<file path="config.mk">
export PLATFORM = sky130hd
export DESIGN_NAME = capture_ctrl_mc
export DESIGN_NICKNAME = d
export VERILOG_FILES = /design/src/rtl/capture_ctrl_mc.sv
export SDC_FILE = /design/constraint.sdc
export NUM_CORES = 1
export LEC_CHECK = 0
export ABC_AREA = 0
export CORE_ASPECT_RATIO = 0.5
export CORE_MARGIN = 3
export CORE_UTILIZATION = 30
export DETAILED_ROUTE_END_ITERATION = 16
export MAX_ROUTING_LAYER = met4
export PLACE_DENSITY_LB_ADDON = 0.15
export SETUP_SLACK_MARGIN = 0.3
export SYNTH_ARGS = -nofsm -noshare
export SYNTH_HDL_FRONTEND = slang
export SYNTH_SLANG_ARGS = --single-unit
export TNS_END_PERCENT = 30
</file>
<file path="constraint.sdc">
create_clock -name clk -period 6.25 [get_ports clk]
set_input_delay 0.625 -clock clk [delete_from_list [all_inputs] [get_ports clk]]
set_output_delay 0.625 -clock clk [all_outputs]
set_load 0.02 [all_outputs]
</file>
<file path="src/rtl/capture_ctrl_mc.sv">
// Capture/dump controller for the logic-analyser sample RAMs: decimated circular
// capture with a programmable pre/post-trigger split, then an oldest-first channel dump.
module capture_ctrl_mc #(
  parameter int ADDR_W = 9,
  parameter int NUM_CH = 3,
  parameter int DEC_W  = 4,
  parameter int CH_W   = 2
) (
  input  logic              clk,
  input  logic              rst_n,
  input  logic              trig_in,
  input  logic [1:0]        trig_mode,
  input  logic [ADDR_W-1:0] trig_pos,
  input  logic [DEC_W-1:0]  dec_pwr,
  input  logic              capture_done,
  output logic              set_capture_done,
  output logic              armed,
  output logic              triggered,
  input  logic              start_dump,
  input  logic [CH_W-1:0]   dump_ch,
  output logic [ADDR_W-1:0] ram_addr,
  output logic              ram_we,
  output logic [NUM_CH-1:0] ram_en,
  output logic              dump_valid,
  input  logic              dump_ready,
  output logic              dump_finished
);

  localparam int DEPTH  = 2 ** ADDR_W;
  localparam int DEC_CW = 2 ** DEC_W;
  localparam logic [ADDR_W:0] DEPTH_V = (ADDR_W + 1)'(DEPTH);

  typedef enum logic [2:0] {IDLE, PRE, ARMED, POST, DUMP_RD, DUMP_SEND} state_t;

  state_t              state, state_nx;
  logic [ADDR_W-1:0]   wr_ptr, wr_ptr_nx, rd_ptr, rd_ptr_nx;
  logic [ADDR_W-1:0]   dcnt, dcnt_nx, post_cnt, post_cnt_nx;
  logic [ADDR_W:0]     pre_cnt, pre_cnt_nx, auto_cnt, auto_cnt_nx;
  logic [DEC_CW-1:0]   dec_cnt, dec_cnt_nx, keep_val;
  logic [CH_W-1:0]     dump_ch_q, dump_ch_nx;
  logic                armed_nx, triggered_nx, finished_nx;
  logic                keep, capturing, write, abort, trig_now;

  assign keep_val  = (DEC_CW'(1) << dec_pwr) - DEC_CW'(1);
  assign keep      = (dec_cnt == keep_val);
  assign capturing = (state == PRE) || (state == ARMED) || (state == POST);
  assign write     = capturing && keep;
  assign abort     = (trig_mode == 2'b00);

  always_ff @(posedge clk or negedge rst_n) begin
    if (!rst_n) begin
      state         <= IDLE;
      wr_ptr        <= '0;
      rd_ptr        <= '0;
      dcnt          <= '0;
      post_cnt      <= '0;
      pre_cnt       <= '0;
      auto_cnt      <= '0;
      dec_cnt       <= '0;
      dump_ch_q     <= '0;
      armed         <= 1'b0;
      triggered     <= 1'b0;
      dump_finished <= 1'b0;
    end else begin
      state         <= state_nx;
      wr_ptr        <= wr_ptr_nx;
      rd_ptr        <= rd_ptr_nx;
      dcnt          <= dcnt_nx;
      post_cnt      <= post_cnt_nx;
      pre_cnt       <= pre_cnt_nx;
      auto_cnt      <= auto_cnt_nx;
      dec_cnt       <= dec_cnt_nx;
      dump_ch_q     <= dump_ch_nx;
      armed         <= armed_nx;
      triggered     <= triggered_nx;
      dump_finished <= finished_nx;
    end
  end

  // set_capture_done is combinational so the register file sets capture_done on the
  // same edge the FSM reaches IDLE, preventing an immediate re-arm.
  always_comb begin
    state_nx         = state;
    wr_ptr_nx        = wr_ptr;
    rd_ptr_nx        = rd_ptr;
    dcnt_nx          = dcnt;
    post_cnt_nx      = post_cnt;
    pre_cnt_nx       = pre_cnt;
    auto_cnt_nx      = auto_cnt;
    dec_cnt_nx       = capturing ? (keep ? '0 : dec_cnt + DEC_CW'(1)) : '0;
    dump_ch_nx       = dump_ch_q;
    armed_nx         = armed;
    triggered_nx     = triggered;
    finished_nx      = 1'b0;
    set_capture_done = 1'b0;
    ram_addr         = '0;
    ram_we           = 1'b0;
    ram_en           = '0;
    dump_valid       = 1'b0;
    trig_now         = 1'b0;

    if (write) begin
      ram_we    = 1'b1;
      ram_en    = '1;
      ram_addr  = wr_ptr;
      wr_ptr_nx = wr_ptr + ADDR_W'(1);
    end

    case (state)
      IDLE: begin
        if (start_dump) begin
          dump_ch_nx = dump_ch;
          rd_ptr_nx  = wr_ptr;
          dcnt_nx    = '1;
          state_nx   = DUMP_RD;
        end else if (!capture_done && !abort) begin
          pre_cnt_nx = DEPTH_V - {1'b0, trig_pos};
          state_nx   = PRE;
        end
      end
      PRE: begin
        if (abort) begin
          state_nx = IDLE;
          armed_nx = 1'b0;
        end else if (write) begin
          pre_cnt_nx = pre_cnt - (ADDR_W + 1)'(1);
          if (pre_cnt == (ADDR_W + 1)'(1)) begin
            state_nx    = ARMED;
            armed_nx    = 1'b1;
            auto_cnt_nx = '0;
          end
        end
      end
      ARMED: begin
        if (abort) begin
          state_nx     = IDLE;
          armed_nx     = 1'b0;
          triggered_nx = 1'b0;
        end else begin
          if (write) auto_cnt_nx = auto_cnt + (ADDR_W + 1)'(1);
          // Auto mode forces the trigger on the write that fills the whole buffer.
          trig_now = trig_in ||
                     ((trig_mode == 2'b10) && write && (auto_cnt == DEPTH_V - (ADDR_W + 1)'(1)));
          if (trig_now) begin
            if (trig_pos == '0) begin
              state_nx         = IDLE;
              set_capture_done = 1'b1;
              armed_nx         = 1'b0;
              triggered_nx     = 1'b0;
            end else begin
              state_nx     = POST;
              triggered_nx = 1'b1;
              post_cnt_nx  = trig_pos;
            end
          end
        end
      end
      POST: begin
        if (abort) begin
          state_nx     = IDLE;
          armed_nx     = 1'b0;
          triggered_nx = 1'b0;
        end else if ((post_cnt == '0) || (write && (post_cnt == ADDR_W'(1)))) begin
          state_nx         = IDLE;
          set_capture_done = 1'b1;
          armed_nx         = 1'b0;
          triggered_nx     = 1'b0;
        end else if (write) begin
          post_cnt_nx = post_cnt - ADDR_W'(1);
        end
      end
      DUMP_RD: begin
        for (int i = 0; i < NUM_CH; i++) ram_en[i] = (dump_ch_q == CH_W'(i));
        ram_addr = rd_ptr;
        state_nx = DUMP_SEND;
      end
      DUMP_SEND: begin
        for (int i = 0; i < NUM_CH; i++) ram_en[i] = (dump_ch_q == CH_W'(i));
        ram_addr   = rd_ptr;
        dump_valid = 1'b1;
        if (dump_ready) begin
          if (dcnt == '0) begin
            finished_nx = 1'b1;
            state_nx    = IDLE;
          end else begin
            rd_ptr_nx = rd_ptr + ADDR_W'(1);
            dcnt_nx   = dcnt - ADDR_W'(1);
            state_nx  = DUMP_RD;
          end
        end
      end
      default: state_nx = IDLE;
    endcase
  end

endmodule

</file>
==> impl_metrics.json <==
{
  "power.density_nw_per_um2": 343,
  "clockBufferDepth": 2,
  "grt_use_met2": 0.254,
  "synth-simple-area-share": 0.265,
  "htreeDepth": 3,
  "synthArstFlopShare": 1.00,
  "core_area_sq_um": 17600,
  "regArea_sq_um": 2000,
  "synthTopCellsByArea": "dfrtp_1, nor2_1, o21ai_0",
  "dieWidth_um": 197,
  "combPwrFrac": 0.394,
  "fin_crit_sh": 0.876,
  "start_util": 0.310,
  "p_sw_mw": 0.888,
  "dp_cells": 909,
  "placed_cell_area_sq_um": 6020,
  "drc": 0,
  "dieArea_sq_um": 19900,
  "slowest_delay_ps": 630,
  "synth.avg_cell_area_sq_um": 8.17,
  "fin_worst_skew_ps": 7.78,
  "synth_top_family_by_area": "simple AND/OR/NAND/NOR gates",
  "synth-main-ff-cell": "dfrtp_1",
  "final.setup.tns_ps": 0,
  "cts_buffers": 9,
  "nFillCells": 1841,
  "max_freq_mhz": 183,
  "port_buffers": 40,
  "use_met3": 0.0292,
  "drive_gt1_frac": 0.0550,
  "synth-edff-count": 0,
  "cts_sinks": 80,
  "dp.final_hpwl_um": 10600,
  "ys_seq_area_frac": 0.367,
  "hold_class": "input port to asynchronous set/reset pin",
  "dr.pass1.iters": 5,
  "seq_power_share": 0.364,
  "area_delta_synth_final_pct": 15.8,
  "io_pins": 41,
  "gp_congestion": 0.881,
  "diodes": 0,
  "stdcell_count": 925,
  "finalSetupViolCount": 0,
  "synth_top_area_cell": "dfrtp_1",
  "antenna_left": 0,
  "netSwitchingFraction": 0.410,
  "grt.busiest_layer": "met2",
  "layout.nets": 721,
  "cp.buffers_inverters": 3,
  "p_int_mw": 1.28,
  "synthAdderAreaFrac": 0.0276,
  "finalHoldViolations": 0,
  "postCtsSetupBuffers": 0,
  "clk_pin_slew_ps": 70,
  "hold_buffers": 0,
  "gr-usage-met1": 0.218,
  "fin_ws_ps": 773,
  "synth_nets": 702,
  "grt_usage": 0.161,
  "grt_max_degree": 64,
  "crit_fanout": 18,
  "synth_compound_area_frac": 0.224,
  "cp-start-kind": "input port",
  "ys_top_cells_by_count": "nor2_1, dfrtp_1, nand2_1, o21ai_0, a21oi_1",
  "slew_headroom": 0.359,
  "finalCriticalPeriod_ps": 5480,
  "crit_required_ps": 5620,
  "fin_hold_ws_ps": 151,
  "clock_latency_ps": 350,
  "slowest_stage": "clkdlybuf4s50_1",
  "routed-via-count": 5058,
  "p_clk_frac": 0.241,
  "ctsRootBufferMaster": "clkbuf_16",
  "grt_pass1_vias": 4818,
  "irDropWorstVdd_v": 0.000233,
  "cpMostUsedCell": "clkdlybuf4s50_1",
  "worstMarginPinSlew_ps": 957,
  "yosysWarningCount": 0,
  "wl_per_cell_um": 16.4,
  "synth_top_area_share": 0.367,
  "yosysMostFrequentCell": "nor2_1",
  "synthMuxAreaShare": 0.0101,
  "synth_area_sq_um": 5450,
  "cap_violations": 0,
  "wirelength_um": 15200,
  "arrival_ps": 4850,
  "die_y_um": 101,
  "antenna_found_initial": 0,
  "cp_top_family": "simple AND/OR/NAND/NOR gates",
  "p_leak_nw": 2.47,
  "synth_cell_types": 74,
  "multi_input_area_sq_um": 3190,
  "cts_tree": "done",
  "grt_pass1_wl_um": 25500,
  "vias_per_cell": 5.47,
  "ys_seq_elements": 80,
  "synthXorXnorAreaFrac": 0.0595,
  "design_area_sq_um": 6310,
  "end_kind": "primary output",
  "gr-total-overflow": 0,
  "rsz0062_at_grt": "no",
  "post_cts_resize_count": 0,
  "path_cells": "clkdlybuf4s50_1 -> inv_2 -> nand3_1 -> ha_1 -> or3_1 -> a21oi_1 -> mux2_2 -> nor4_1 -> and4_1 -> a22o_1 -> clkdlybuf4s50_1",
  "dp_slack_ps": 832,
  "crit_type": "input port to primary output",
  "dr.first_iter.drc_count": 364,
  "outcome": "complete, no violations",
  "slew_viol_final": 0,
  "rows": 34,
  "syn_inst": 667
}
==> cell usage in the layout (no fill, tap or decap), drive strengths merged, types with 20 or more instances in the layout <==
cell           synthesis  routed
nand2                 55      55
o21ai                 53      53
nor2                  83      83
clkdlybuf4s50          0      39
xnor2                 22      22
nand3                 36      36
nor3                  20      20
dfrtp                 80      80
inv                   23      26
a21oi                 41      41
==> path summary, 6_finish.rpt <==
check / slack, ps / endpoint / cells past startpoint / start
max: 770 / ram_addr[3] / 11 / dec_pwr[0]
min: 150 / dec_cnt[6] / 1 / rst_n
max reg2reg: 2660 / dcnt[6] / 8 / state[2]
min reg2reg: 490 / auto_cnt[8] / 1 / auto_cnt[8]
max in group asynchronous: 4960 / dcnt[5] / 2 / rst_n
min in group clk: 490 / auto_cnt[8] / 1 / auto_cnt[8]
==> per-stage QoR <==
| stage | utilization | power [mW] |
|---|---|---|
| 3_5_place_dp | 0.343 | 1.65 |
| 5_1_grt | 0.359 | 2.34 |
| 4_1_cts | 0.359 | 2.19 |
| 6_report | 0.359 | 2.16 |
| 2_1_floorplan | - | 1.37 |
| 3_3_place_gp | 0.343 | 1.65 |
==> per-layer routing <==
| layer | vias up | part of all wire | wire length, um |
|---|---|---|---|
| met1 | 2449 | 0.50 | 7590 |
| li1 | 2482 | - | - |
| met2 | 114 | 0.46 | 6900 |
| met4 | 0 | 0.0082 | 125 |
| met3 | 13 | 0.035 | 534 |
| met5 | - | 0 | 0 |
==> kinds of logic after synthesis <==
kind of cell / Yosys count
compound gates: 186
xor+xnor: 37
fa+ha+maj: 12
buf+inv: 62
flops: 80
mux: 5
simple gates: 285
==> worst register-to-register path, stage by stage (launching register included) <==
cell and delay [ps]:
dfrtp_1 470, inv_1 120, nor2_1 740, nand2_1 470, o21ai_0 500, o21a_1 610
nor4bb_1 330, xnor2_1 160, nand2_1 60
==> sequential cells by signal (all words and copies together) (netlist names), 2 cells and up <==
register / cells
dcnt: 9
state: 3
dec_cnt: 16
dump_ch_q: 2
wr_ptr: 9
post_cnt: 9
rd_ptr: 9
auto_cnt: 10
pre_cnt: 10
==> layout make-up <==
cell class | instances | area share
Inverter | 23 | 0.0137
Multi-Input combinational cell | 525 | 0.506
Sequential cell | 80 | 0.317
Clock buffer | 9 | 0.0357
Clock inverter | 7 | 0.0101
Tap cell | 234 | 0.0464
Timing Repair Buffer | 47 | 0.0714
==> power by group through the flow <==
stage	combinational [mW]	clock (mW)	sequential, mW
6_report	0.853	0.522	0.789
5_1_grt	0.968	0.561	0.813
4_1_cts	0.860	0.544	0.787
3_5_place_dp	0.851	0	0.794
3_3_place_gp	0.850	0	0.798
2_1_floorplan	0.625	0	0.742
(Power assumes the default switching activity.)
